**src/rtl/axi4_lite_pkg.sv**
```systemverilog
// Shared AXI4-Lite definitions: response codes and FSM state encodings
// for the slave and the master.
package axi4_lite_pkg;

    localparam logic [1:0] RESP_OKAY   = 2'b00;
    localparam logic [1:0] RESP_SLVERR = 2'b10;

    typedef enum logic {
        W_IDLE,
        W_RESP
    } w_state_e;

    typedef enum logic {
        R_IDLE,
        R_DATA
    } r_state_e;

    typedef enum logic [1:0] {
        M_IDLE,
        M_ADDR,
        M_DATA,
        M_RESP
    } m_state_e;

endpackage

```
**src/rtl/axi4_lite_regfile.sv**
```systemverilog
// Register bank: byte-enabled synchronous write, combinational read,
// asynchronous clear.
module axi4_lite_regfile #(
    parameter int NUM_REGS   = 16,
    parameter int DATA_WIDTH = 32
) (
    input  logic                          clk,
    input  logic                          rst_n,
    input  logic                          wen,
    input  logic [$clog2(NUM_REGS)-1:0]   widx,
    input  logic [DATA_WIDTH-1:0]         wdata,
    input  logic [DATA_WIDTH/8-1:0]       wstrb,
    input  logic [$clog2(NUM_REGS)-1:0]   ridx,
    output logic [DATA_WIDTH-1:0]         rdata
);

    logic [DATA_WIDTH-1:0] regs [NUM_REGS];

    always_ff @(posedge clk or negedge rst_n) begin
        if (!rst_n) begin
            for (int i = 0; i < NUM_REGS; i++) begin
                regs[i] <= '0;
            end
        end else if (wen) begin
            for (int b = 0; b < DATA_WIDTH/8; b++) begin
                if (wstrb[b]) begin
                    regs[widx][8*b +: 8] <= wdata[8*b +: 8];
                end
            end
        end
    end

    assign rdata = regs[ridx];

endmodule

```
**src/rtl/axi4_lite_slave.sv**
```systemverilog
// AXI4-Lite register slave: independent read and write FSMs over one
// register bank; out-of-range addresses answer SLVERR.
module axi4_lite_slave
    import axi4_lite_pkg::*;
#(
    parameter int ADDRESS_WIDTH = 32,
    parameter int DATA_WIDTH    = 32,
    parameter int NUM_REGS      = 16
) (
    input  logic                       ACLK,
    input  logic                       ARESETN,
    input  logic [ADDRESS_WIDTH-1:0]   S_AXI_AWADDR,
    input  logic                       S_AXI_AWVALID,
    output logic                       S_AXI_AWREADY,
    input  logic [DATA_WIDTH-1:0]      S_AXI_WDATA,
    input  logic [DATA_WIDTH/8-1:0]    S_AXI_WSTRB,
    input  logic                       S_AXI_WVALID,
    output logic                       S_AXI_WREADY,
    output logic [1:0]                 S_AXI_BRESP,
    output logic                       S_AXI_BVALID,
    input  logic                       S_AXI_BREADY,
    input  logic [ADDRESS_WIDTH-1:0]   S_AXI_ARADDR,
    input  logic                       S_AXI_ARVALID,
    output logic                       S_AXI_ARREADY,
    output logic [DATA_WIDTH-1:0]      S_AXI_RDATA,
    output logic [1:0]                 S_AXI_RRESP,
    output logic                       S_AXI_RVALID,
    input  logic                       S_AXI_RREADY
);

    localparam int B  = $clog2(DATA_WIDTH/8);
    localparam int IW = $clog2(NUM_REGS);

    function automatic logic in_range(input logic [ADDRESS_WIDTH-1:0] a);
        return (a >> (B + IW)) == '0;
    endfunction

    w_state_e w_state, w_next;
    r_state_e r_state, r_next;

    logic                  live;
    logic                  w_acc, r_acc;
    logic                  w_ok, r_ok;
    logic [1:0]            bresp_q, rresp_q;
    logic [DATA_WIDTH-1:0] rdata_q, rf_rdata;

    assign w_ok = in_range(S_AXI_AWADDR);
    assign r_ok = in_range(S_AXI_ARADDR);

    always_comb begin
        w_next = w_state;
        w_acc  = 1'b0;
        unique case (w_state)
            W_IDLE: begin
                w_acc = live && S_AXI_AWVALID && S_AXI_WVALID;
                if (w_acc) w_next = W_RESP;
            end
            W_RESP: begin
                if (S_AXI_BREADY) w_next = W_IDLE;
            end
        endcase
    end

    always_comb begin
        r_next = r_state;
        r_acc  = 1'b0;
        unique case (r_state)
            R_IDLE: begin
                r_acc = live && S_AXI_ARVALID;
                if (r_acc) r_next = R_DATA;
            end
            R_DATA: begin
                if (S_AXI_RREADY) r_next = R_IDLE;
            end
        endcase
    end

    // live holds ready low during reset and for the first edge after release
    always_ff @(posedge ACLK or negedge ARESETN) begin
        if (!ARESETN) begin
            live    <= 1'b0;
            w_state <= W_IDLE;
            r_state <= R_IDLE;
            bresp_q <= RESP_OKAY;
            rresp_q <= RESP_OKAY;
            rdata_q <= '0;
        end else begin
            live    <= 1'b1;
            w_state <= w_next;
            r_state <= r_next;
            if (w_acc) bresp_q <= w_ok ? RESP_OKAY : RESP_SLVERR;
            if (r_acc) begin
                rresp_q <= r_ok ? RESP_OKAY : RESP_SLVERR;
                rdata_q <= r_ok ? rf_rdata : '0;
            end
        end
    end

    axi4_lite_regfile #(
        .NUM_REGS   (NUM_REGS),
        .DATA_WIDTH (DATA_WIDTH)
    ) u_regfile (
        .clk   (ACLK),
        .rst_n (ARESETN),
        .wen   (w_acc && w_ok),
        .widx  (S_AXI_AWADDR[B+IW-1:B]),
        .wdata (S_AXI_WDATA),
        .wstrb (S_AXI_WSTRB),
        .ridx  (S_AXI_ARADDR[B+IW-1:B]),
        .rdata (rf_rdata)
    );

    assign S_AXI_AWREADY = w_acc;
    assign S_AXI_WREADY  = w_acc;
    assign S_AXI_BVALID  = (w_state == W_RESP);
    assign S_AXI_BRESP   = bresp_q;
    assign S_AXI_ARREADY = live && (r_state == R_IDLE);
    assign S_AXI_RVALID  = (r_state == R_DATA);
    assign S_AXI_RRESP   = rresp_q;
    assign S_AXI_RDATA   = rdata_q;

endmodule
```
**config.mk**
```make
export PLATFORM = sky130hd
export DESIGN_NAME = axi4_lite_slave
export DESIGN_NICKNAME = d
export VERILOG_FILES = /design/src/rtl/axi4_lite_pkg.sv /design/src/rtl/axi4_lite_regfile.sv /design/src/rtl/axi4_lite_slave.sv
export SDC_FILE = /design/constraint.sdc
export NUM_CORES = 1
export LEC_CHECK = 0
export CORE_MARGIN = 2
export CORE_UTILIZATION = 26
export DETAILED_ROUTE_END_ITERATION = 7
export SYNTH_ARGS = -nofsm -noshare
export SYNTH_HDL_FRONTEND = slang
export SYNTH_SLANG_ARGS = --single-unit
```
**constraint.sdc**
```tcl
create_clock -name ACLK -period 2.5 [get_ports ACLK]
set_input_delay 0.5 -clock ACLK [delete_from_list [all_inputs] [get_ports ACLK]]
set_output_delay 0.5 -clock ACLK [all_outputs]
set_load 0.02 [all_outputs]
```
-- Word-level counts from Yosys, hierarchy flattened
Index checks and enable logic that the tools add are counted.
- word-level logic and storage cells: 70
- output and inout bits: 41
- bits in registers: 551
- input bits: 107
- $lt $le $gt $ge: 3
- bitwise operators: 4
- multiplexer cells: 33
- reductions and logical operators: 8
- operators with widths (kind ; number):
    $mux W512 ; 7
    $bwmux W512 ; 4
    $demux W32 S4 ; 4
    $bmux W32 S4 ; 1
    $mux W32 ; 4
    $logic_not A32 Y1 ; 2
    $mux W24 ; 1
    $mux W16 ; 1
    $ge A5 B5 Y1 const B ; 2
    $not A4 Y5 ; 2
    $mux W8 ; 1
    $logic_and A1 B1 Y1 ; 6
    $mux W1 ; 6
    $lt A5 B1 Y1 const B ; 1
    $mux W2 ; 2
    $pmux W1 S2 ; 2
    $not A1 Y1 ; 2

-- Logic depth before layout (Yosys ltp)
Gate-level depths: netlist of run 1.
- word-level depth: 16
- mapped depth: 7
- mapped depth without buffers: 4

-- By module
A second synthesis of run 1 with hierarchy kept.
- cells, all modules: 1610
- area total of the unflattened synthesis: 25010.2 µm²
- by module, submodules not included (module ; times used ; area an instance (µm²) ; sequential area each (µm²) ; cells each):
    axi4_lite_regfile ; 1 ; 23029.6 ; 12812.3 ; 1430
    axi4_lite_slave ; 1 ; 1980.6 ; 925.9 ; 180

-- Worst setup path before layout of run 1
Ideal clock, no wire load.
- path kind: reg2reg
- start: register w_state (netlist: S_AXI_BVALID)
- end: register u_regfile.regs[100] (netlist bit)
- path slack: 0.050 ns
- cell stages (with the launch flop): 7
- clock period less this slack: 2.450 ns
- arrival: 2.326 ns
- setup time: 0.125 ns
- data required time: 2.375 ns
- path buffers: 2
- cell sequence: dfrtp_1 and4b_1 nand4_1 buf_6 buf_4 nor4_4 mux2_2
- cells in the longest elaborated chain, start to end: 2
- RTL lines (what ; RTL line ; text):
    start: declaration ; axi4_lite_slave.sv:38 ; w_state_e w_state, w_next;
    start signal: assignment ; axi4_lite_slave.sv:89 ; w_state <= w_next;
    $mux W1 ; axi4_lite_slave.sv:53 ; unique case (w_state)
    named net S_AXI_AWREADY ; axi4_lite_slave.sv:14 ; output logic S_AXI_AWREADY,
    $logic_and A1 B1 Y1 ; axi4_lite_slave.sv:105 ; .wen (w_acc && w_ok),
    end signal: indexed assignment ; axi4_lite_regfile.sv:27 ; regs[widx][8*b +: 8] <= wdata[8*b +: 8];
    end: declaration ; axi4_lite_regfile.sv:17 ; logic [DATA_WIDTH-1:0] regs [NUM_REGS];
The timed path passes the listed nets, and every way through them passes these cells.
A chain may end at the register's enable or synchronous reset.

-- Final worst setup path of run 1
- start: register w_state (netlist: S_AXI_BVALID)
- end: register u_regfile.regs[258] (netlist bit)
- cells in the longest elaborated chain, start to end: 2
- RTL lines (what ; RTL line):
    $mux W1 ; axi4_lite_slave.sv:53
    $logic_and A1 B1 Y1 ; axi4_lite_slave.sv:105
Every way passes these cells.

==> results_tabular.tex, run 1 <==
\begin{tabular}{lr}
\hline
Metric & Value \\
\hline
\multicolumn{2}{l}{\textbf{GRT}} \\
Overall global routing resource usage & between 10\% and 20\% \\
Largest net degree at the start of global routing & 72 \\
Number of antenna violations at the first check in global routing & 3 \\
Number of global-route vias before repair & approximately 17000 \\
Global-route wire length before repair & 105000 um \\
Final global-route overflow total & 0 \\
\multicolumn{2}{l}{\textbf{Die}} \\
Core area & around 0.097 mm\^{}2 \\
Die Span X & between 300 and 400 um \\
Overall die area & $\sim$0.1 mm\^{}2 \\
Initial core utilization & 26.3\% \\
Site Rows & approximately 110 \\
DIE HEIGHT & 317 um \\
Number of top-level design ports & $\sim$150 \\
\multicolumn{2}{l}{\textbf{Place}} \\
Instance area at placement & approximately 0.031 mm\^{}2 \\
Final weighted congestion of routability-driven global placement & between 0.7 and 0.8 \\
Detailed Place HPWL & around 47000 um \\
Port Buffers & approximately 140 \\
Inst Count DP & slightly above 3000 \\
\multicolumn{2}{l}{\textbf{Logic synthesis}} \\
Number of enable-type register cells in the synthesized netlist & 0 \\
Cell count after synthesis & $\sim$1500 \\
Cell accounting for the most synthesized area & sky130\_fd\_sc\_hd\_\_dfrtp\_1 \\
Proportion of synthesized chip area in sequential cells & roughly 54\% \\
Async set-reset flop share out of synthesis & between 90\% and 100\% \\
Total standard cell area after synthesis & around 0.025 mm\^{}2 \\
Most used standard cells in the synthesized netlist & 549 x sky130\_fd\_sc\_hd\_\_dfrtp\_1, 512 x sky130\_fd\_sc\_hd\_\_mux2\_2, 128 x sky130\_fd\_sc\_hd\_\_mux4\_2, 65 x sky130\_fd\_sc\_hd\_\_clkbuf\_1, 64 x sky130\_fd\_sc\_hd\_\_nor4\_4 \\
Share of the synthesized area in the top cell type & a little over half \\
Main area contributors after synthesis & sky130\_fd\_sc\_hd\_\_dfrtp\_1 54\%, sky130\_fd\_sc\_hd\_\_mux2\_2 23\%, sky130\_fd\_sc\_hd\_\_mux4\_2 11\% \\
Number of different library cells in the post-synthesis netlist & 30 \\
Flip-flop and latch count after synthesis & approximately 550 \\
Most common flop cell mapped by yosys & sky130\_fd\_sc\_hd\_\_dfrtp\_1 \\
Warning count from the yosys run & 0 \\
Most common cell in the netlist & sky130\_fd\_sc\_hd\_\_dfrtp\_1 \\
Average instance area after synthesis & between 15 and 20 um\^{}2 \\
\multicolumn{2}{l}{\textbf{CTS}} \\
CTS tree & yes \\
Clock sink count & 549 \\
Clock Tree Buf Depth & 3 \\
H-tree levels & 2 \\
Register clock-pin slew on the reported worst setup and hold paths & around 0.06 ns \\
Number of buffers added by the clock tree synthesis step & 58 \\
Later-pin clock latency in the skew report & between 0.6 and 0.7 ns \\
Root buffer cell & sky130\_fd\_sc\_hd\_\_clkbuf\_16 \\
\multicolumn{2}{l}{\textbf{Power and ir drop}} \\
Final Total Pwr & 18.5 mW \\
Largest voltage drop on the vdd net & approximately 0.5 mV \\
Leakage power summed over all cells & roughly 15 nW \\
Power density over the cells & approximately 570 mW/mm\^{}2 \\
\multicolumn{2}{l}{\textbf{Worst setup path}} \\
Maximum single-stage delay on the critical path & slightly below 0.4 ns \\
Worst setup path category & flip-flop to flip-flop \\
Cell seen most often among critical-path stages & sky130\_fd\_sc\_hd\_\_buf\_12 \\
Family of cells with the greatest summed delay on the critical path & simple AND/OR/NAND/NOR gates \\
Crit end category & flip-flop \\
Worst endpoint required time & slightly below 3 ns \\
End of the worst register-to-register path & u\_regfile.regs[258] \\
Critical path's slowest cell & sky130\_fd\_sc\_hd\_\_dfrtp\_1 \\
Buffers plus inverters on the worst setup path & 4 \\
Depth of the most critical reg-to-reg path & 8 \\
Setup slack of the most critical reg-to-reg path & $\sim$0.1 ns \\
Critical path startpoint category & flip-flop \\
CP max FO & 15 \\
Reg-to-reg critical path startpoint & S\_AXI\_BVALID \\
Arr. time, crit path & 2.87 ns \\
Worst path cell trace & and4b\_2, buf\_12, nand4\_1, buf\_12, buf\_12, nor4\_4, buf\_4, mux2\_2 \\
\multicolumn{2}{l}{\textbf{Route}} \\
Post-detailed-routing wire length & just under 70000 um \\
Starting DRT DRC Count & 803 \\
Total via count after detailed routing & about 15000 \\
TritonRoute pass-1 iters & 6 \\
Average via count per standard cell & roughly 4.8 \\
WL/cell & between 20 and 25 um \\
DRT antenna net count & 0 \\
Detailed-route DRC error count & 0 \\
\multicolumn{2}{l}{\textbf{Worst hold path}} \\
Worst min path class & input pin to flip-flop \\
Worst Hold Depth & 2 \\
Worst Hold Endpoint & S\_AXI\_RVALID \\
Hold path startpoint & S\_AXI\_RREADY \\
\multicolumn{2}{l}{\textbf{Finish}} \\
Number of antenna diodes & 0 \\
Final instance count without filler cells & between 3000 and 4000 \\
Filler cell count & $\sim$9000 \\
Net total in the final layout & between 1500 and 2000 \\
Area growth syn-to-layout & 27.9\% \\
Share of post-route cells with drive strength above 1 & approximately 53\% \\
Finished Cell Area & about 0.033 mm\^{}2 \\
\multicolumn{2}{l}{\textbf{Timing}} \\
Number of failing hold endpoints at the final stage & 0 \\
Relative max-transition margin & a little under two fifths \\
Post-Route Skew & 0.0195 ns \\
Post-Route Setup TNS & 0 ns \\
Post-route minimum period & about 2.4 ns \\
Max Transition Viols Final & 0 \\
Worst slew pin tran & 0.939 ns \\
Crit share post-route & between 90\% and 100\% \\
Hold Slack & approximately 0.47 ns \\
Setup repair after global routing missed its margin & yes \\
Final setup violation count & 0 \\
Fmax & roughly 420 MHz \\
\multicolumn{2}{l}{\textbf{Job}} \\
Number of maximum-capacitance constraint violations & 0 \\
\multicolumn{2}{l}{\textbf{Run status}} \\
Outcome & completed \\
\hline
\end{tabular}
[cell type report]
type | count | area, um^2 | share of cell area [%]
sequential | 549 | 13700 | 42.2
multi-input combinational | 888 | 11200 | 34.5
timing repair buffer | 334 | 4020 | 12.4
clock buffer | 88 | 1740 | 5.34
tap | 1276 | 1600 | 4.91
clock inverter | 17 | 170 | 0.523
inverter | 7 | 26.3 | 0.0808
[kinds of logic (layout without fill, tap and decap cells)]
family	after synthesis	count (layout)	synth area share [%]
AO/OA/AOI/OAI	99	99	3.08
buffers and inverters	108	446	1.95
flip-flops	549	549	54.0
multiplexers	641	641	34.1
other	2	3	0.0295
AND/OR/NAND/NOR	145	145	6.86
[power by group]
part	total [mW]	switching (mW)	internal (mW)	leakage, nW
sequential	8.89	0.00289	8.89	7.66
clock	8.57	3.50	5.07	0.946
combinational	1.03	0.649	0.385	6.41
[how the worst max path moves through the flow]
stage / start / endpoint / slack [ns] / cells after the start
after global routing: S_AXI_BVALID / u_regfile.regs[257] / -0.01 / 8
after detailed placement: S_AXI_AWVALID / u_regfile.regs[192] / -0.47 / 9
after CTS: S_AXI_BVALID / u_regfile.regs[195] / 0.06 / 8
after floorplan: S_AXI_BVALID / u_regfile.regs[100] / 0.05 / 6
after global placement: S_AXI_AWVALID / u_regfile.regs[144] / -0.47 / 9
final: S_AXI_BVALID / u_regfile.regs[258] / 0.1 / 8
[stage by stage]
stage	util, %	setup slack, ns
global route	33.6	-0.0115
finish	33.6	0.0987
floorplan	-	0.0498
global placement	31.6	-0.466
detailed placement	31.6	-0.472
CTS	33.6	0.0638
[sequential cells by signal, summed over array words and instances, names as in the netlist]
name,count
S_AXI_BVALID,1
S_AXI_RVALID,1
live,1
u_regfile.regs,512
S_AXI_BRESP,1
S_AXI_RDATA,32
S_AXI_RRESP,1
[routing by layer]
metal	share of wire [%]	track usage [%]
met1	44	18.5
met5	0.045	0
met3	4.3	2.52
met4	2.3	3.67
met2	49	23.1
[what timing repair did]
action | in CTS | in global routing
endpoints found under the setup margin | 2 | 57
buffers inserted | 0 | 1
resized for setup | 10 | 2
hold endpoints to repair | 55 | 0
hold buffers | 1 | 0
pin swaps | 0 | 10
[layout by cell type, fill, tap and decap left out, drive strengths merged, types with 4 or more instances in the layout]
cell type	instances
nor2b	8
mux4	128
clkbuf	89
clkinv	11
dfrtp	549
mux2	512
nand3	6
a22oi	62
nand2	43
a22o	31
nand4	4
nor4	76
clkdlybuf4s50	136
nor2	5
inv	9
buf	196
Note: power is estimated with default switching activity, not from simulation.
==> run 2, diff against run 1 <==
CAP_MARGIN = 20   (was not set)
==> results of run 2 <==
Final layout, timing and power as in run 1 (identical DEF).
==> run 3, diff against run 2 <==
CTS_CLUSTER_DIAMETER = 200   (was not set)
PLACE_DENSITY = 0.42   (was not set)
SLEW_MARGIN = 10   (was not set)
==> run 3 against run 2 <==
Effect of this change:
- via count fell by 1.6%
- flip-flop and latch count is the same
- worst setup slack better by 0.14 ns
- largest power group is now the clock network
- core utilization increased by 0.32 points
- worst hold slack got worse by 0.016 ns
- clock power grew 17%
- global-route usage increased by 0.25 points
- sequential power is essentially flat
- cell area rose by 0.97%
- critical endpoint is now u_regfile.regs[308]
- first-iteration DRC count fell by 17%
==> results_tabular.tex, run 3 (same netlist as run 1, synthesis figures left out) <==
\begin{tabular}{lr}
\hline
Metric & Value \\
\hline
\multicolumn{2}{l}{\textbf{Timing}} \\
Number of failing hold endpoints at the final stage & 0 \\
Fmax & roughly 440 MHz \\
Relative max-transition margin & 46.1\% \\
Crit share post-route & 90.6\% \\
Setup repair after global routing missed its margin & no \\
Post-Route Skew & approximately 0.013 ns \\
Final setup violation count & 0 \\
Post-route minimum period & roughly 2.3 ns \\
Worst slew pin tran & a little over 0.8 ns \\
Max Transition Viols Final & 0 \\
\multicolumn{2}{l}{\textbf{GRT}} \\
GR met2 Demand/Resource & a little under a quarter \\
Met3 Use GR & 2.02\% \\
Global-route wire length before repair & roughly 110000 um \\
Largest net degree at the start of global routing & 85 \\
GRT busiest layer & met2 \\
Met1 Usage GRT & 19.8\% \\
Overall global routing resource usage & between 10\% and 20\% \\
Final global-route overflow total & 0 \\
Number of antenna violations at the first check in global routing & 2 \\
Number of global-route vias before repair & 16549 \\
\multicolumn{2}{l}{\textbf{Power and ir drop}} \\
Clock group share of total power & around half \\
Portion of total power attributed to combinational logic & around 5.2\% \\
Switching power & about 4.4 mW \\
Largest voltage drop on the vdd net & approximately 0.43 mV \\
Power density over the cells & about 610 mW/mm\^{}2 \\
Leakage power summed over all cells & around 15 nW \\
Register share of total power & 44.6\% \\
Switching portion of total power & 22.2\% \\
Cell-internal power & around 16 mW \\
\multicolumn{2}{l}{\textbf{CTS}} \\
Clock Tree Buf Depth & 3 \\
Root buffer cell & sky130\_fd\_sc\_hd\_\_clkbuf\_16 \\
CTS tree & yes \\
Register clock-pin slew on the reported worst setup and hold paths & 0.06 ns \\
Clock sink count & 549 \\
Number of buffers added by the clock tree synthesis step & between 60 and 70 \\
Later-pin clock latency in the skew report & between 0.5 and 0.6 ns \\
H-tree levels & 3 \\
\multicolumn{2}{l}{\textbf{Die}} \\
Overall die area & 0.100 mm\^{}2 \\
Number of top-level design ports & around 150 \\
Initial core utilization & around a quarter \\
Site Rows & roughly 110 \\
Core area & 0.0969 mm\^{}2 \\
Die Span X & 317 um \\
DIE HEIGHT & between 300 and 400 um \\
\multicolumn{2}{l}{\textbf{Worst setup path}} \\
Arr. time, crit path & 2.73 ns \\
Worst endpoint required time & 2.96 ns \\
Critical path startpoint category & flip-flop \\
Depth of the most critical reg-to-reg path & 7 \\
Crit end category & flip-flop \\
CP max FO & 8 \\
Worst setup path category & flip-flop to flip-flop \\
\multicolumn{2}{l}{\textbf{Place}} \\
Detailed Place HPWL & 45800 um \\
Final weighted congestion of routability-driven global placement & around 0.72 \\
Inst Count DP & a little over 3000 \\
Port Buffers & about 140 \\
Instance area at placement & between 0.03 and 0.04 mm\^{}2 \\
\multicolumn{2}{l}{\textbf{Finish}} \\
Net total in the final layout & between 1500 and 2000 \\
Final instance count without filler cells & roughly 3200 \\
Most frequent cells in the layout & 549 x sky130\_fd\_sc\_hd\_\_dfrtp\_1, 512 x sky130\_fd\_sc\_hd\_\_mux2\_2, 135 x sky130\_fd\_sc\_hd\_\_clkdlybuf4s50\_1 \\
Area used by multi-input combinational logic & $\sim$0.011 mm\^{}2 \\
Register ranked first by flip-flop count & u\_regfile.regs \\
Finished Cell Area & roughly 0.033 mm\^{}2 \\
Register cell area after layout & $\sim$0.014 mm\^{}2 \\
Number of antenna diodes & 0 \\
Flip-flop count of the largest register, all copies and words added & between 500 and 600 \\
Area growth syn-to-layout & 29.1\% \\
Share of post-route cells with drive strength above 1 & between 50 and 60\% \\
Most common cell after layout, fill and taps aside & sky130\_fd\_sc\_hd\_\_dfrtp\_1 \\
Filler cell count & 9256 \\
\multicolumn{2}{l}{\textbf{Route}} \\
WL/cell & $\sim$22 um \\
Total via count after detailed routing & 14781 \\
Average via count per standard cell & 4.67 \\
Post-detailed-routing wire length & about 70000 um \\
TritonRoute pass-1 iters & 4 \\
Starting DRT DRC Count & roughly 670 \\
DRT antenna net count & 0 \\
Detailed-route DRC error count & 0 \\
\multicolumn{2}{l}{\textbf{Worst hold path}} \\
Worst min path class & input pin to async pin \\
\multicolumn{2}{l}{\textbf{Run status}} \\
Outcome & completed \\
\multicolumn{2}{l}{\textbf{Job}} \\
Number of maximum-capacitance constraint violations & 0 \\
\hline
\end{tabular}
[run 3: cell types whose count changed in the layout (fill, tap and decap cells not counted), sizes merged]
cell           previous run  this run
clkinv                   11         6
inv                       9         7
buf                     196       188
clkbuf                   89       101
dlygate4sd2               0         3
clkinvlp                  1         3
clkdlybuf4s50           136       135
bufinv                    3         5
[run 3: layout make-up]
cell class                      count  share of cell area [%]
Sequential cell                   549                    41.8
Tap cell                         1276                    4.86
Multi-Input combinational cell    888                    34.2
Clock buffer                      101                    6.34
Inverter                            7                  0.0800
Timing Repair Buffer              327                    12.1
Clock inverter                     14                   0.617
[run 3: timing repair]
action                                 in CTS  in global routing
setup buffers                               0                  0
resized for setup                           3                  0
hold buffers                                1                  0
endpoints found under the hold margin      36                  0
setup endpoints to repair                   3                  0
[run 3: power groups by stage]
stage | Clock, mW | Combinational (mW) | Sequential, mW
after global routing | 10.7 | 1.14 | 8.89
after CTS | 10.4 | 1.07 | 8.89
after detailed placement | 0 | 1.07 | 9.06
after global placement | 0 | 1.05 | 9.06
after floorplan | 0 | 0.347 | 9.06
final | 10.0 | 1.03 | 8.90
[run 3: worst max-delay path, cell delays in order, from the launching register on]
cell and delay (ns):
sky130_fd_sc_hd__dfrtp_1 0.39, sky130_fd_sc_hd__and4b_1 0.28, sky130_fd_sc_hd__nand4_1 0.09, sky130_fd_sc_hd__buf_4 0.22, sky130_fd_sc_hd__buf_4 0.21, sky130_fd_sc_hd__nor4_4 0.38, sky130_fd_sc_hd__buf_4 0.23, sky130_fd_sc_hd__mux2_2 0.34
[run 3: final timing paths]
kind                                     start  slack, ns                  end
min in group ACLK          u_regfile.regs[105]       0.50  u_regfile.regs[105]
min reg2reg                u_regfile.regs[105]       0.50  u_regfile.regs[105]
max reg2reg                       S_AXI_BVALID       0.24  u_regfile.regs[308]
min                                    ARESETN       0.46  u_regfile.regs[276]
max                               S_AXI_BVALID       0.24  u_regfile.regs[308]
max in group asynchronous              ARESETN       1.15  u_regfile.regs[160]
[run 3: metal layers]
metal	routed length (um)	part of all wire, %
met3	2380	3.4
met1	32600	47
met5	8	0.012
met2	32400	47
met4	1660	2.4
[run 3: stage by stage]
stage | total power, mW | hold WS [ns] | setup WS (ns) | util [%] | setup TNS, ns
3_3_place_gp | 10.1 | 0.483 | -0.350 | 31.5 | -125.30
3_5_place_dp | 10.1 | 0.489 | -0.346 | 31.5 | -116.19
2_1_floorplan | 9.41 | 0.204 | 0.0498 | - | 0
4_1_cts | 20.3 | 0.429 | 0.190 | 33.9 | 0
5_1_grt | 20.7 | 0.471 | 0.131 | 33.9 | 0
6_report | 19.9 | 0.458 | 0.236 | 33.9 | 0
==> variant, RTL diff (flow settings as in run 2) <==
Change the parameter `ADDRESS_WIDTH` from 32 to 48.
--- a/src/rtl/axi4_lite_slave.sv
+++ b/src/rtl/axi4_lite_slave.sv
@@ -4,5 +4,5 @@
     import axi4_lite_pkg::*;
 #(
-    parameter int ADDRESS_WIDTH = 32,
+    parameter int ADDRESS_WIDTH = 48,
     parameter int DATA_WIDTH    = 32,
     parameter int NUM_REGS      = 16
Interface: changed (resized S_AXI_ARADDR and S_AXI_AWADDR); port bits go from 148 to 180. The function was not compared with the original's and may differ.
==> variant against run 2 <==
- final cell count is 10% higher
- via count increased by 11%
- power grew 1.8%
- sequential cell count stayed put
- sequential power about the same
- area after synthesis up 3.0%
- hold slack worse by 40 ps
- design area is 2.6% higher
- worst setup slack gained 130 ps
- sequential share of layout area fell by 1.1 points
- global-route usage down 0.25 points
- first-iteration DRC count up 28%
- wire length rose by 2.8%
- highest routed layer unchanged
==> variant: results (changes against run 2) <==
GRT Overall Usage: 0.136 (-0.00248)
Vias per cell: 4.81 (+1.1%)
Area contributors post-synth: dfrtp_1, mux2_2, mux2i_1
R2R depth: 7 (-1)
Resized Gates After CTS: 2 (-8)
Met3 WL post-DR: 2.98 mm (+1.6%)
Synth cell count leaders: dfrtp_1, mux2_2, mux2i_1
Placement Setup Slack: -364 ps (+108 ps)
Largest net degree at the start of global routing: 87 (+21%)
Final clock skew: 25.0 ps (+5.46 ps)
Area of the multi-input gates: 11800 sq um (+5.2%)
CTS buffer count: 57 (-1.7%)
Comb_multi_in: 1181 (+33%)
DIE WIDTH: 321 microns (+1.5%)
PortBufs: 173 (+23%)
Final-layout non-clock buffer area share: 0.127 (+0.00373)
M1 WL: 31.7 mm (+4.2%)
Flip-flop count of the largest register after layout: 512 (unchanged)
Placed inst area: 31400 sq um (+2.7%)
Peak supply drop: 478 uV (-2.1%)
Final hold slack: 434 ps (-39.7 ps)
Invs w/o clock: 3 (-4)
Rel. slew slack: 0.530 (+0.156)
Placed cell count: 3378 (+11%)
Clock-cell share of area: 0.0580 (-0.000566)
Final WS setup: 229 ps (+131 ps)
Clock slew at reported path FFs: 60 ps (about the same)
Outcome: finished clean
Setup crit end: u_regfile.regs[175]$_DFFE_PN0P_
Switch Pwr: 4.20 mW (+1.2%)
Antenna violations before repair: 5 (+2)
Post-route cell area: 33400 sq um (+2.6%)
Seq pwr share: 0.472 (-0.009)
Met2 wire len: 34.0 mm (+1.3%)
Share of cells above drive strength 1: 0.390 (-0.142)
Fillers: 9612 (+4.9%)
DR iter-0 viols: 1029 (+28%)
Routing usage on met2: 0.229 (-0.00225)
Seq/Total Area, Yosys: 0.524 (-0.0159)
Met3 Resource Use GR: 0.0236 (-0.00156)
Clock share of power: 0.466 (+0.003)
Drt first pass iters: 5 (-1)
Count of clock-net buffers in the final layout: 76 (-14%)
Vias in the first global route: 18300 (+9.7%)
Post-synth cell types: 33 (+10%)
Final Wtd Congestion: 0.791 (+1.6%)
Pwr Density: 564 nW/um^2 (-0.81%)
CP max FO: 17 (+2)
Layout net count: 2279 (+17%)
DR WL/cell: 20.3 microns (-6.6%)
CP arrival: 2750 ps (-120 ps)
Hold crit path type: in2async
Antenna cells: 1 (+1)
Final Non-Filler Cells: 3477 (+10%)
Buffers excl. clock: 348 (+4.2%)
Leakage power: 16.0 nW (+6.4%)
-- variant: cell count changes in the layout (fill, tap and decap cells not counted), moves of 20 or more --
cell | run 2 | this run
mux2i_1 | 1 | 256
mux4_2 | 128 | 0
o22ai_1 | 0 | 96
a22oi_1 | 62 | 0
nand2_1 | 42 | 96
clkdlybuf4s50_1 | 136 | 168
o21ai_0 | 1 | 33
o221ai_1 | 0 | 32
o32ai_1 | 0 | 32
a22o_1 | 31 | 0
buf_4 | 98 | 78
-- variant: kinds of logic after synthesis --
group	count (synthesis)	share of synthesized area
AOI/OAI and AO/OA	195	0.0512
muxes	768	0.318
other	2	0.000287
and+or+nand+nor	215	0.0809
buffers and inverters	140	0.0253
DFF	549	0.524
-- variant: critical path: cells and delay by family (launching register included) --
family | cells | cell delay [ps]
muxes | 1 | 340
buffers and inverters | 3 | 670
and+or+nand+nor | 3 | 700
DFF | 1 | 390
